File: src/rtl/ps2_scancode_rx.sv
// PS/2 keyboard receiver: synchronises and glitch-filters the raw pins, deserialises
// 11-bit frames and reports make codes as a single-cycle enable with the scancode.
`timescale 1ns/1ps
module ps2_scancode_rx #(
    parameter int unsigned FILTER_LEN     = 4,
    parameter int unsigned TIMEOUT_CYCLES = 25000,
    parameter bit          SUPPRESS_BREAK = 1'b1
) (
    input  logic       clk25,
    input  logic       reset,
    input  logic       ps2_clk,
    input  logic       ps2_data,
    output logic [7:0] scancode,
    output logic       enable,
    output logic       frame_err
);

    localparam int unsigned FW = $clog2(FILTER_LEN + 1);
    localparam int unsigned TW = $clog2(TIMEOUT_CYCLES + 1);
    localparam logic [FW-1:0] FILT_LAST = FW'(FILTER_LEN - 1);
    localparam logic [TW-1:0] TO_LAST   = TW'(TIMEOUT_CYCLES - 1);

    localparam logic [1:0] StIdle   = 2'd0;
    localparam logic [1:0] StData   = 2'd1;
    localparam logic [1:0] StParity = 2'd2;
    localparam logic [1:0] StStop   = 2'd3;

    logic          clk_s1_q, clk_s2_q, data_s1_q, data_s2_q;
    logic          filt_q;
    logic [FW-1:0] filt_cnt_q;
    logic          filt_flip;
    logic          fall_q;

    logic [1:0]    state_q, state_d;
    logic [2:0]    bit_cnt_q, bit_cnt_d;
    logic [7:0]    shreg_q, shreg_d;
    logic          par_q, par_d;
    logic [TW-1:0] to_cnt_q, to_cnt_d;
    logic          brk_q, brk_d;
    logic [7:0]    code_q, code_d;
    logic          en_q, en_d;
    logic          err_q, err_d;

    always_ff @(posedge clk25 or posedge reset) begin
        if (reset) begin
            clk_s1_q  <= 1'b1;
            clk_s2_q  <= 1'b1;
            data_s1_q <= 1'b1;
            data_s2_q <= 1'b1;
        end else begin
            clk_s1_q  <= ps2_clk;
            clk_s2_q  <= clk_s1_q;
            data_s1_q <= ps2_data;
            data_s2_q <= data_s1_q;
        end
    end

    // Level changes on the FILTER_LEN-th consecutive differing sample; the fall is
    // registered on that same edge so the FSM acts exactly one edge later.
    assign filt_flip = (clk_s2_q != filt_q) && (filt_cnt_q == FILT_LAST);

    always_ff @(posedge clk25 or posedge reset) begin
        if (reset) begin
            filt_q     <= 1'b1;
            filt_cnt_q <= '0;
            fall_q     <= 1'b0;
        end else begin
            fall_q <= filt_flip & filt_q;
            if (clk_s2_q != filt_q) begin
                if (filt_flip) begin
                    filt_q     <= clk_s2_q;
                    filt_cnt_q <= '0;
                end else begin
                    filt_cnt_q <= filt_cnt_q + 1'b1;
                end
            end else begin
                filt_cnt_q <= '0;
            end
        end
    end

    always_comb begin
        state_d   = state_q;
        bit_cnt_d = bit_cnt_q;
        shreg_d   = shreg_q;
        par_d     = par_q;
        to_cnt_d  = to_cnt_q;
        brk_d     = brk_q;
        code_d    = code_q;
        en_d      = 1'b0;
        err_d     = 1'b0;

        if (state_q == StIdle) begin
            to_cnt_d = '0;
        end else if (!fall_q) begin
            if (to_cnt_q == TO_LAST) begin
                state_d  = StIdle;
                to_cnt_d = '0;
                err_d    = 1'b1;
            end else begin
                to_cnt_d = to_cnt_q + 1'b1;
            end
        end

        if (fall_q) begin
            to_cnt_d = '0;
            unique case (state_q)
                StIdle: begin
                    if (!data_s2_q) begin
                        state_d   = StData;
                        bit_cnt_d = 3'd0;
                    end
                end
                StData: begin
                    shreg_d   = {data_s2_q, shreg_q[7:1]};
                    bit_cnt_d = bit_cnt_q + 3'd1;
                    if (bit_cnt_q == 3'd7) begin
                        state_d = StParity;
                    end
                end
                StParity: begin
                    par_d   = data_s2_q;
                    state_d = StStop;
                end
                StStop: begin
                    state_d = StIdle;
                    if (data_s2_q && ((^shreg_q) ^ par_q)) begin
                        if (SUPPRESS_BREAK && (shreg_q == 8'hF0)) begin
                            brk_d = 1'b1;
                        end else if (brk_q) begin
                            brk_d = 1'b0;
                        end else begin
                            code_d = shreg_q;
                            en_d   = 1'b1;
                        end
                    end else begin
                        err_d = 1'b1;
                    end
                end
                default: state_d = StIdle;
            endcase
        end
    end

    always_ff @(posedge clk25 or posedge reset) begin
        if (reset) begin
            state_q   <= StIdle;
            bit_cnt_q <= 3'd0;
            shreg_q   <= 8'h00;
            par_q     <= 1'b0;
            to_cnt_q  <= '0;
            brk_q     <= 1'b0;
            code_q    <= 8'h00;
            en_q      <= 1'b0;
            err_q     <= 1'b0;
        end else begin
            state_q   <= state_d;
            bit_cnt_q <= bit_cnt_d;
            shreg_q   <= shreg_d;
            par_q     <= par_d;
            to_cnt_q  <= to_cnt_d;
            brk_q     <= brk_d;
            code_q    <= code_d;
            en_q      <= en_d;
            err_q     <= err_d;
        end
    end

    assign scancode  = code_q;
    assign enable    = en_q;
    assign frame_err = err_q;

endmodule
File: config.mk
export PLATFORM = sky130hd
export DESIGN_NAME = ps2_scancode_rx
export DESIGN_NICKNAME = d
export VERILOG_FILES = /design/src/rtl/ps2_scancode_rx.sv
export SDC_FILE = /design/constraint.sdc
export NUM_CORES = 1
export LEC_CHECK = 0
export CORE_ASPECT_RATIO = 1.25
export CORE_MARGIN = 10
export CORE_UTILIZATION = 35
export CTS_CLUSTER_SIZE = 24
export DETAILED_ROUTE_END_ITERATION = 12
export PLACE_DENSITY = 0.54
export SLEW_MARGIN = 10
export SYNTH_ARGS = -nofsm -noshare
export SYNTH_HDL_FRONTEND = slang
export SYNTH_SLANG_ARGS = --single-unit
File: constraint.sdc
create_clock -name clk25 -period 3.1 [get_ports clk25]
set_clock_uncertainty 0.05 [all_clocks]
set_input_delay 0.775 -clock clk25 [delete_from_list [all_inputs] [get_ports clk25]]
set_output_delay 0.775 -clock clk25 [all_outputs]
set_load 0.005 [all_outputs]
# Word level (Yosys, flattened, before mapping)
# Index checks and enable logic that the tools add are counted.
[word_totals] ram_bits=0 latchBits=0 word_cells=69 inputBits=4 mem_bits_ro=0 out_inout_bits=10 memories=0 ff_bits=49
[op_classes] addsub=3 mul=0 shift=0 eq_ne=9 n_mux=26 order_cmp=0 reduce_logical=11 n_div=0 bitwise_logic=4
[op_table] operator="15-bit two-way mux" n=3
[op_table] operator="15-bit by 1-bit adder with 15-bit output (second input constant)" n=1
[op_table] operator="15-bit == test (second input constant)" n=1
[op_table] operator="1-bit two-way mux" n=12
[op_table] operator="2-bit two-way mux" n=6
[op_table] operator="3-bit two-way mux" n=3
[op_table] operator="8-bit == test (second input constant)" n=1
[op_table] operator="2-bit case mux with 4 select lines" n=1
[op_table] operator="8-bit XOR reduction" n=1
[op_table] operator="3-bit by 1-bit adder with 3-bit output (second input constant)" n=2
[op_table] operator="3-bit case mux with 2 select lines" n=1
[op_table] operator="2-bit AND reduction" n=3
[op_table] operator="3-bit AND reduction" n=2
[op_table] operator="5-bit AND reduction" n=1
[op_table] operator="2-bit == test (second input constant)" n=2
[op_table] operator="3-bit by 2-bit == test with 1-bit output (second input constant)" n=1
[op_table] operator="3-bit == test (second input constant)" n=1
[op_table] operator="2-bit by 1-bit == test with 1-bit output (second input constant)" n=1
[op_table] operator="1-bit logical AND" n=2
[op_table] operator="2-bit zero test" n=1
[op_table] operator="2-bit inequality test (second input constant)" n=1
[op_table] operator="1-bit NOT" n=2
[op_table] operator="2-bit nonzero test" n=1
[op_table] operator="1-bit bitwise AND" n=1
[op_table] operator="2 further kinds" n=2

# Longest topological paths before layout
[logic_depth] depth_word=7 depth_mapped=7 mapped_depth_nobuf=6

# Worst setup path before layout
# Ideal clock, no wire load.
[synth_timing] kind="register to register" start="reg shreg_q[6]" end="reg code_q[0], in the netlist scancode[0]" stages_incl_launch_ff=6 setup_ps=125 path_buffers=0 period_less_slack_ps=2241 arrival_time_ps=2066 t_required_ps=2925 slack_ps=859 path_cell_list="dfrtp_1 ha_1 xnor3_2 xnor2_2 nor4b_4 mux2_2"
[synth_between] elab_chain_len=4 word_cells_on_any_way=6 classes_between="eq/ne: 1; bitwise: 2; reduce/logical: 3"
[synth_rtl] item="start, declared" line_no="36" rtl="logic [7:0] shreg_q, shreg_d;"
[synth_rtl] item="start signal, assigned" line_no="159" rtl="shreg_q <= shreg_d;"
[synth_rtl] item="8-bit XOR reduction" line_no="127" rtl="if (data_s2_q && ((^shreg_q) ^ par_q)) begin"
[synth_rtl] item="1-bit bitwise XOR" line_no="127"
[synth_rtl] item="1-bit logical AND" line_no="127"
[synth_rtl] item="5-bit AND reduction (no line) (*)"
[synth_rtl] item="end signal, assigned" line_no="163" rtl="code_q <= code_d;"
[synth_rtl] item="end, declared" line_no="40" rtl="logic [7:0] code_q, code_d;"
# Every way passes the cells marked *; elsewhere a longest branch is shown, timed or not.
# A chain may end at the register's enable or synchronous reset.

# Worst setup path after layout
[layout_timing] start="reg shreg_q[6]" end="reg code_q[1], in the netlist scancode[1]"
# Same word-level chain as after synthesis.

==> metrics.cfg <==
[setup_path]
cp-start-kind = flop
worstPathRequired_ns = 3.25
arrival_ns = 2.58
slowest_stage = nor4b_4
worstSetupEndpointType = flop
r2r-start = shreg_q[6]
path_cells = ha_1, xnor3_2, xnor2_2, nor4b_4, mux2_2
crit_path_start = shreg_q[6]
setup.worst_path.class = flop to flop
worst-path-max-fanout = 9
slowest_delay_ns = 0.55

[clock_network]
post_cts_resized = 0
cts_buffers = 5
clk_path_buf_depth = 2
cts_tree = built
hold_buffers = 0
cts_setup_buffers = 0
clockRootBuffer = clkbuf_8
clock_sinks = 49
cts.clk_slew.worst_paths_ns = 0.10
h-tree-depth = 2
clock_latency_ns = 0.31

[layout]
nets = 219
final_core_utilization = 0.4208
syn2layout_area_growth_pct = 14.69
multi_input_area_sq_um = 877.1
seqCellArea_sq_mm = 0.001232
fillers = 619
drive_gt1_frac = 0.1298
diodes = 0

[power]
pwr-share-comb = 0.089
vdd_drop_max_v = 0.0002462
power_density_mw_per_mm2 = 490.3
p_clk_frac = 0.326
p_leak_uw = 0.001097
switchingPower_uw = 324.0
p_seq_frac = 0.585
swShare = 0.2663
internal-power_uw = 892.4

[sta]
max_slew_margin = 0.5943
finalMaxSlewViolations = 0
worstMarginPinSlew_ns = 0.6060
finalSetupTns_ns = 0
fmax_ghz = 0.4122
setup_violations = 0
fin_crit_ns = 2.426
period_share = 0.7825
rsz0062_at_grt = false
hold_viol_final = 0

[run]
cap_violations = 0

[placed_design]
hpwl_mm = 2.514
numPortBuffers = 13
place_congestion = 0.7304

[synth]
ys_seq_area_frac = 0.5697
synthSimpleGateAreaFrac = 0.1758
mappedNetlistArea_sq_mm = 0.002163
synth_compound_area_frac = 0.06131
ys.flop_type = dfrtp_1
synth_area_leaders = dfrtp_1 (51%), dfstp_2 (6.1%), mux2_2 (4.7%)
yosys.area_share.adder = 0.04627
synth_top_area_frac = 0.5090
synthCells = 190
synthMuxAreaShare = 0.04685
synth_xor_area_frac = 0.07519
synth_top_family_by_area = simple AND/OR/NAND/NOR gates
syn-num-nets = 202
async_flop_share = 1.000
ys_types = 36
yosysTopAreaCell = dfrtp_1
synth_edf_count = 0
ys_seq_elements = 49
synth.avg_cell_area_sq_um = 11.39
yosys_warnings = 0

[die]
boundaryPins = 14
die_h_um = 107.9
rows = 31
core_sq_mm = 0.005896
die_w_um = 90.32
dieArea_sq_mm = 0.009746
initial_core_util = 0.3669

[route]
wl_per_cell_um = 12.60
drc_errors = 0
drt_wl_total_mm = 3.654
vias = 1366
via_per_inst = 4.710
dr.pass1.iters = 2
ant_nets = 0
drtIter0Drc = 65

[grt]
grt_pass1_vias = 1376
grt_first_pass_wirelength_mm = 6.534
antenna_found_initial = 0
grt_max_degree = 50
grt_use_total = 0.08143
grt_overflow = 0

[run_status]
outcome = complete, no violations

[hold_path]
hp-start = clk_s1_q
min_path_type = flop to flop

-- registers in the layout (all words and copies together) (netlist names), 2 cells and up --
name,count
filt_cnt_q,3
bit_cnt_q,3
to_cnt_q,15
scancode,8
shreg_q,8
state_q,2
-- cell usage after synthesis (all sizes together) (2+ instances only) --
master and number:
o21ai 11, nor3 4, inv 10, dfstp 5, xnor2 9, o31ai 2, dfrtp 44, and4 2
a22o 2, nand4 5, nor2 17, and3 3, xor2 6, or3 3, nor4bb 2, mux2 9
nand3 5, nor2b 3, clkbuf 3, nand2 23, ha 8
-- placed cells by master (no fill, tap or decap), types with 2 or more instances in the layout --
master / netlist / layout
nor4bb_1: 2 / 2
and4_1: 2 / 2
o21ai_0: 11 / 11
inv_1: 10 / 9
or3_1: 3 / 3
clkbuf_8: 0 / 5
nand4_1: 5 / 5
inv_6: 0 / 2
ha_1: 8 / 8
xor2_1: 6 / 6
nor2b_1: 3 / 3
mux2_2: 9 / 9
nor3_1: 4 / 4
nand3_1: 5 / 5
o31ai_1: 2 / 2
clkdlybuf4s50_1: 0 / 13
and3_1: 3 / 3
nand2_1: 23 / 23
nor2_1: 17 / 17
dfrtp_1: 44 / 44
xnor2_1: 8 / 8
dfstp_2: 5 / 5
a22o_1: 2 / 2
-- path summary, 6_finish.rpt --
check                              endpoint  slack, ns  cells after the start
worst min register to register     clk_s2_q       0.31                      0
worst min-delay path               clk_s2_q       0.31                      0
max in group asynchronous            fall_q       1.71                      3
worst max-delay path            scancode[1]       0.67                      5
min in group asynchronous        shreg_q[4]       0.88                      3
worst max register to register  scancode[1]       0.67                      5
-- layer usage --
metal  global-route usage  part of all wire  vias to the layer above
li1                     -                 -                      689
met1              0.09038              0.45                      656
met2               0.1377              0.49                       15
met3              0.02931             0.038                        6
met4              0.03759             0.017                        0
met5                    0                 0                        -
-- area by class of cell --
type / instances / share of cell area
flip-flops and latches: 49 / 0.4967
multi-input cells: 127 / 0.3535
repair buffers: 14 / 0.05547
well taps: 82 / 0.04135
clock buffers: 5 / 0.02774
inverters: 10 / 0.01513
clock inverters: 3 / 0.01009
-- power groups by stage --
| stage | logic, uW | clock network, uW | registers [uW] |
|---|---|---|---|
| 2_1_floorplan | 97.8 | 0 | 712 |
| 3_3_place_gp | 111 | 0 | 723 |
| 3_5_place_dp | 111 | 0 | 725 |
| 4_1_cts | 113 | 421 | 712 |
| 5_1_grt | 129 | 444 | 718 |
| 6_report | 108 | 397 | 712 |
-- per-stage QoR --
stage | hold WS, ns | instances | setup WS [ns] | cell area (sq um) | power (uW)
2_1_floorplan | 0.2952 | 190 | 0.8593 | 2163 | 809.4
3_3_place_gp | 0.2962 | 282 | 0.6433 | 2387 | 833.6
3_5_place_dp | 0.2970 | 282 | 0.6225 | 2387 | 836.5
4_1_cts | 0.3109 | 290 | 0.6144 | 2481 | 1246
5_1_grt | 0.3146 | 290 | 0.5435 | 2481 | 1292
6_report | 0.3094 | 290 | 0.6741 | 2481 | 1216
-- logic make-up (layout without fill, tap and decap cells) --
group | after synthesis | in the layout
compound gates | 21 | 21
xor+xnor | 16 | 16
fa+ha+maj | 8 | 8
buf+inv | 14 | 32
flops | 49 | 49
mux | 9 | 9
simple gates | 73 | 73
-- critical path: cells and delay by family (launching register included) --
| kind | cells | cell delay, ns |
|---|---|---|
| XOR/XNOR | 2 | 0.60 |
| adder cells (fa/ha/maj) | 1 | 0.29 |
| flip-flops | 1 | 0.42 |
| multiplexers | 1 | 0.40 |
| AND/OR/NAND/NOR | 1 | 0.55 |
(Power assumes the default switching activity.)
